`config.mk`:
```
export PLATFORM = sky130hd
export DESIGN_NAME = idmem_arbiter
export DESIGN_NICKNAME = d
export VERILOG_FILES = /design/src/rtl/idmem_arbiter.sv
export SDC_FILE = /design/constraint.sdc
export NUM_CORES = 1
export LEC_CHECK = 0
export CAP_MARGIN = 10
export CORE_MARGIN = 2
export CORE_UTILIZATION = 45
export DETAILED_ROUTE_END_ITERATION = 12
export PLACE_DENSITY = 0.8
export SETUP_SLACK_MARGIN = 0.3
export SLEW_MARGIN = 20
export SYNTH_ARGS = -nofsm -noshare
export SYNTH_HDL_FRONTEND = slang
export SYNTH_SLANG_ARGS = --single-unit
```
`constraint.sdc`:
```
create_clock -name clk -period 2 [get_ports clk]
set_clock_uncertainty 0.1 [all_clocks]
set_input_delay 0.2 -clock clk [delete_from_list [all_inputs] [get_ports clk]]
set_output_delay 0.2 -clock clk [all_outputs]
set_load 0.005 [all_outputs]
```
`src/rtl/idmem_arbiter.sv`:
```
// ---------------------------------------------------------------------------
// idmem_arbiter
//
// Shares one single-port word memory between an instruction-fetch requester
// and a load/store requester. Each access runs IDLE -> ACC -> RESP: grant
// pulse, then one memory strobe cycle, then a response pulse to the owner.
// Load/store normally wins, but after MAX_LS_STREAK back-to-back load/store
// grants taken while a fetch was waiting, the fetch gets the next slot.
// Misaligned addresses (addr[1:0] != 0) never touch memory and come back
// with the owner's err flag set. Every output is a register.
//
// Ports
//   clk, rst        : clock, synchronous active-high reset
//   if_req/if_addr  : fetch request (held until if_gnt) and address
//   if_gnt          : fetch accepted (one-cycle pulse)
//   if_rvalid       : fetch response pulse, qualifies if_rdata/if_err
//   ls_req/ls_we    : load/store request (held until ls_gnt), 1 = store
//   ls_addr/ls_wdata: load/store address and store data
//   ls_gnt          : load/store accepted (one-cycle pulse)
//   ls_done         : load/store response pulse, qualifies ls_rdata/ls_err
//   mem_rw/mem_wr   : memory read / write strobes (never both high)
//   mem_addr        : memory address
//   mem_wdata       : memory write data
//   mem_rdata       : memory read data
// ---------------------------------------------------------------------------
module idmem_arbiter #(
    parameter int ADDR_W        = 32,
    parameter int DATA_W        = 32,
    parameter int MAX_LS_STREAK = 2
) (
    input  logic              clk,
    input  logic              rst,
    input  logic              if_req,
    input  logic [ADDR_W-1:0] if_addr,
    output logic              if_gnt,
    output logic              if_rvalid,
    output logic [DATA_W-1:0] if_rdata,
    output logic              if_err,
    input  logic              ls_req,
    input  logic              ls_we,
    input  logic [ADDR_W-1:0] ls_addr,
    input  logic [DATA_W-1:0] ls_wdata,
    output logic              ls_gnt,
    output logic              ls_done,
    output logic [DATA_W-1:0] ls_rdata,
    output logic              ls_err,
    output logic              mem_rw,
    output logic              mem_wr,
    output logic [ADDR_W-1:0] mem_addr,
    output logic [DATA_W-1:0] mem_wdata,
    input  logic [DATA_W-1:0] mem_rdata
);

    localparam int STREAK_W = (MAX_LS_STREAK > 0) ? $clog2(MAX_LS_STREAK + 1) : 1;
    localparam logic [STREAK_W-1:0] STREAK_MAX = STREAK_W'(MAX_LS_STREAK);

    typedef enum logic [1:0] {
        IDLE = 2'd0,
        ACC  = 2'd1,
        RESP = 2'd2
    } state_t;

    state_t              state, state_next;
    logic [STREAK_W-1:0] streak, streak_next;
    logic                owner_ls, owner_ls_next;
    logic                acc_we, acc_we_next;
    logic [ADDR_W-1:0]   acc_addr, acc_addr_next;
    logic [DATA_W-1:0]   acc_wdata, acc_wdata_next;
    logic                acc_err, acc_err_next;

    logic              if_gnt_next, if_rvalid_next, if_err_next;
    logic [DATA_W-1:0] if_rdata_next;
    logic              ls_gnt_next, ls_done_next, ls_err_next;
    logic [DATA_W-1:0] ls_rdata_next;
    logic              mem_rw_next, mem_wr_next;
    logic [ADDR_W-1:0] mem_addr_next;
    logic [DATA_W-1:0] mem_wdata_next;

    logic ls_win, if_win;

    // The FSM state register. Reset drops straight back to IDLE from any
    // state, which is what aborts an in-flight access without a response.
    always_ff @(posedge clk) begin
        if (rst) begin
            state <= IDLE;
        end else begin
            state <= state_next;
        end
    end

    // Load/store wins by default. It only yields when a fetch is actually
    // waiting and the streak counter is full; a full counter with no fetch
    // pending must not block load/store.
    always_comb begin
        ls_win = ls_req && !(if_req && (streak == STREAK_MAX));
        if_win = if_req && !ls_win;
    end

    // Next-state and next-output logic. Pulses and strobes default low so
    // each is high for exactly the one cycle its state asks for; data and
    // address registers default to holding, so the non-owner's rdata and
    // the memory bus keep their last values between accesses.
    always_comb begin
        state_next     = state;
        streak_next    = streak;
        owner_ls_next  = owner_ls;
        acc_we_next    = acc_we;
        acc_addr_next  = acc_addr;
        acc_wdata_next = acc_wdata;
        acc_err_next   = acc_err;
        if_gnt_next    = 1'b0;
        if_rvalid_next = 1'b0;
        if_err_next    = 1'b0;
        if_rdata_next  = if_rdata;
        ls_gnt_next    = 1'b0;
        ls_done_next   = 1'b0;
        ls_err_next    = 1'b0;
        ls_rdata_next  = ls_rdata;
        mem_rw_next    = 1'b0;
        mem_wr_next    = 1'b0;
        mem_addr_next  = mem_addr;
        mem_wdata_next = mem_wdata;

        case (state)
            IDLE: begin
                if (ls_win) begin
                    ls_gnt_next    = 1'b1;
                    owner_ls_next  = 1'b1;
                    acc_we_next    = ls_we;
                    acc_addr_next  = ls_addr;
                    acc_wdata_next = ls_wdata;
                    if (if_req && (streak != STREAK_MAX)) begin
                        streak_next = streak + STREAK_W'(1);
                    end
                    state_next = ACC;
                end else if (if_win) begin
                    if_gnt_next   = 1'b1;
                    owner_ls_next = 1'b0;
                    acc_we_next   = 1'b0;
                    acc_addr_next = if_addr;
                    streak_next   = '0;
                    state_next    = ACC;
                end
            end
            ACC: begin
                // A misaligned access leaves the bus untouched and only
                // records the error for the response cycle.
                if (acc_addr[1:0] == 2'b00) begin
                    acc_err_next  = 1'b0;
                    mem_addr_next = acc_addr;
                    if (acc_we) begin
                        mem_wr_next    = 1'b1;
                        mem_wdata_next = acc_wdata;
                    end else begin
                        mem_rw_next = 1'b1;
                    end
                end else begin
                    acc_err_next = 1'b1;
                end
                state_next = RESP;
            end
            RESP: begin
                if (owner_ls) begin
                    ls_done_next  = 1'b1;
                    ls_err_next   = acc_err;
                    ls_rdata_next = mem_rdata;
                end else begin
                    if_rvalid_next = 1'b1;
                    if_err_next    = acc_err;
                    if_rdata_next  = mem_rdata;
                end
                state_next = IDLE;
            end
            default: begin
                state_next = IDLE;
            end
        endcase
    end

    // Datapath and output registers, all cleared by reset so nothing from an
    // aborted access leaks out afterwards.
    always_ff @(posedge clk) begin
        if (rst) begin
            streak    <= '0;
            owner_ls  <= 1'b0;
            acc_we    <= 1'b0;
            acc_addr  <= '0;
            acc_wdata <= '0;
            acc_err   <= 1'b0;
            if_gnt    <= 1'b0;
            if_rvalid <= 1'b0;
            if_err    <= 1'b0;
            if_rdata  <= '0;
            ls_gnt    <= 1'b0;
            ls_done   <= 1'b0;
            ls_err    <= 1'b0;
            ls_rdata  <= '0;
            mem_rw    <= 1'b0;
            mem_wr    <= 1'b0;
            mem_addr  <= '0;
            mem_wdata <= '0;
        end else begin
            streak    <= streak_next;
            owner_ls  <= owner_ls_next;
            acc_we    <= acc_we_next;
            acc_addr  <= acc_addr_next;
            acc_wdata <= acc_wdata_next;
            acc_err   <= acc_err_next;
            if_gnt    <= if_gnt_next;
            if_rvalid <= if_rvalid_next;
            if_err    <= if_err_next;
            if_rdata  <= if_rdata_next;
            ls_gnt    <= ls_gnt_next;
            ls_done   <= ls_done_next;
            ls_err    <= ls_err_next;
            ls_rdata  <= ls_rdata_next;
            mem_rw    <= mem_rw_next;
            mem_wr    <= mem_wr_next;
            mem_addr  <= mem_addr_next;
            mem_wdata <= mem_wdata_next;
        end
    end

endmodule
```
==> metrics.csv <==
metric;value;unit
startpoint types;flip-flop;
first-pass GRT wire length;36540;um
period utilization;0.8407;
Int Power;7.310;mW
Die Ht;134.3;um
largest net degree at the start of global routing;83;
DRT Wirelength;23940;um
worst skew pair latency;0.50;ns
syn nets;1016;
row cnt;47;
fraction of layout cells with a size suffix above 1;0.07916;
Total Routing Usage GR;0.2484;
status;completed;
Setup Crit Path Kind;flip-flop to primary output;
ANT cells;0;
Detailed Routing Iterations Pass 1;5;
slew at the pin closest to its max-slew limit;0.6711;ns
detailed-route via count;7396;
#FFs+latches synth;207;
Antenna Nets Post-Route;0;
DR WL/cell;17.64;um
Max Fclk;594.7;MHz
nets;1257;
Final Power;9.608;mW
minimum clock period;1.681;ns
commonest cells after routing, fill and taps aside;clkdlybuf4s50_1 (239), dfxtp_1 (201), nand2_1 (195), a21oi_1 (131), o21ai_0 (64);
commonest non-fill, non-tap cell in the layout;clkdlybuf4s50_1;
CP cell instances;clkdlybuf4s50_1;
Reg power frac;0.460;
Hold Path Class;input pin to flip-flop;
Final Setup Violations;0;
Worst VDD drop;613.9;uV
PD cells;828.3;mW/mm2
clock-pin slew on the worst setup and hold paths;0.06;ns
die area;0.01805;mm2
initial antenna violation count;0;
Slew headroom;0.5526;
Clk pwr share;0.415;
WP data arrival;1.38;ns
Routability Congestion;0.8117;
Synth cell types;32;
Critical Path Max Stage Delay;0.55;ns
Yosys Warn Count;0;
unrepaired setup endpoints after global routing;true;
DR vias/cell;5.450;
total gr overflow;0;
CP max FO;2;
switch share;0.2392;
DRC viols;0;
Worst Path Buf+Inv;1;
CTS tree;done;
crit path capture type;primary output;
cell family with most CP delay;buffers and inverters;
Seq/Total Area, Yosys;0.5421;
Top Ports;269;
clk sinks;207;
CP max stage cell;clkdlybuf4s50_1;
mapped cell area;0.007645;mm2
max-cap viol count;0;
Slew Limit Fails;0;
final hold slack;0.1587;ns
NetSw;2.298;mW
Die Width;134.3;um
Fin. Hold Viols;0;
HPWL Detailed;14810;um
IO buf count;268;
clock tree buffer depth;3;
Avg Cell Area, Syn;8.668;um2
Initial DRC Count;449;
Cells after Synth;882;
CTS buffer count;22;
vias in the first global route;7182;
Core Footprint;0.01658;mm2
Lkg Pwr;4.570;nW
Critical Path RT;1.70;ns
cell at the root of the clock tree;clkbuf_16;
initial core utilization;0.4610;
Area growth syn-to-layout;51.74;%
H-tree depth;1;
Comb power frac;0.125;
[Yosys cell counts]
| cell | instances | area [um2] |
|---|---|---|
| inv_1 | 1 | 3.750 |
| nand2_1 | 195 | 732.0 |
| and2_1 | 4 | 25.02 |
| o32ai_1 | 1 | 8.760 |
| or2_2 | 1 | 6.260 |
| buf_4 | 1 | 7.510 |
| a21bo_2 | 1 | 10.01 |
| buf_2 | 14 | 70.07 |
| nor4b_4 | 1 | 23.77 |
| nand2b_1 | 35 | 219.0 |
| nor3_1 | 1 | 5.000 |
| clkbuf_2 | 3 | 15.01 |
| nor2b_1 | 4 | 25.02 |
| a21boi_1 | 1 | 7.510 |
| nand3b_1 | 1 | 7.510 |
| dfxtp_1 | 207 | 4144 |
| nor3b_1 | 2 | 15.01 |
| nand3_1 | 34 | 170.2 |
| clkbuf_1 | 66 | 247.7 |
| a311oi_1 | 32 | 280.3 |
| nand4b_1 | 32 | 280.3 |
| and3b_1 | 1 | 8.760 |
| ha_1 | 1 | 12.51 |
| o21ai_1 | 2 | 10.01 |
| a21oi_1 | 131 | 655.6 |
| o21ai_0 | 64 | 320.3 |
| or3b_2 | 1 | 8.760 |
| a22o_1 | 30 | 262.8 |
| o21a_1 | 1 | 7.510 |
| buf_1 | 3 | 11.26 |
| nor2_1 | 10 | 37.54 |
| or2_1 | 1 | 6.260 |
[sequential cells by signal (all words and copies together), names as in the netlist, 2 cells and up]
name and flops:
mem_wdata 32, mem_addr 32, state 2, ls_rdata 32, if_rdata 32, streak 2
acc_addr 32, acc_wdata 32
[power by group through the flow]
stage                     clock (mW)  combinational, mW  sequential (mW)
after floorplan                    0              0.531             4.48
after global placement             0               1.11             4.50
after detailed placement           0               1.13             4.50
after CTS                       4.05               1.14             4.42
after global routing            4.24               1.29             4.44
final                           3.99               1.20             4.42
[stage by stage]
stage	instances	area (um2)	util	TNS [ns]	worst slack, ns
final	1357	11600	0.6995	0	0.3185
after detailed placement	1310	10600	0.6391	-0.04204	-0.02270
after global placement	1310	10600	0.6391	0	0.08100
after CTS	1349	11310	0.6823	0	0.2863
after global routing	1357	11600	0.6995	0	0.2841
after floorplan	882	7645	-	0	0.3358
[final timing paths]
kind / slack, ns / from / to / depth (start not counted)
max reg2reg: 0.33 / streak[0]$_SDFFE_PP0P_ / acc_addr[26]$_SDFFE_PP0P_ / 7
min: 0.16 / ls_wdata[7] / acc_wdata[7]$_SDFFE_PP0P_ / 3
max: 0.32 / mem_addr[31]$_SDFFE_PP0P_ / mem_addr[31] / 1
min reg2reg: 0.35 / if_rdata[23]$_SDFFE_PP0P_ / if_rdata[23]$_SDFFE_PP0P_ / 2
[timing repair]
action / CTS / global route
buffers inserted: 0 / 3
pin swaps: 0 / 3
cloned: 0 / 5
hold endpoints to repair: 20 / 0
hold buffers: 1 / 0
endpoints found under the setup margin: 7 / 125
resized for setup: 6 / 39
[layer usage]
| metal | routed length [um] | GRT usage | share of wire | vias up |
|---|---|---|---|---|
| li1 | - | - | - | 3542 |
| met1 | 9295 | 0.3001 | 0.39 | 3482 |
| met2 | 11580 | 0.4138 | 0.48 | 316 |
| met3 | 2342 | 0.07823 | 0.098 | 56 |
| met4 | 728 | 0.09532 | 0.030 | 0 |
| met5 | 0 | 0 | 0 | - |
[logic make-up (layout without fill, tap and decap cells)]
kind of cell,count (synthesis),in the layout,share of synthesized area
AOI/OAI and AO/OA,263,263,0.2044
adders and majority gates,1,1,0.001636
buffers and inverters,88,343,0.04648
DFF,207,207,0.5421
and+or+nand+nor,323,323,0.2054
[cell type report]
cell class / instances / area [um2]
Sequential cell: 207 / 4151
Clock inverter: 5 / 50.05
Tap cell: 220 / 275.3
Fill cell: 1300 / 4984
Timing Repair Buffer: 304 / 3249
Clock buffer: 33 / 653.1
Multi-Input combinational cell: 587 / 3217
Inverter: 1 / 3.754
[tightest hold or removal path, cell delays in order]
cell             delay (ns)
clkdlybuf4s50_1        0.40
nand3_1                0.06
a21oi_1                0.05
(Power assumes the default switching activity.)
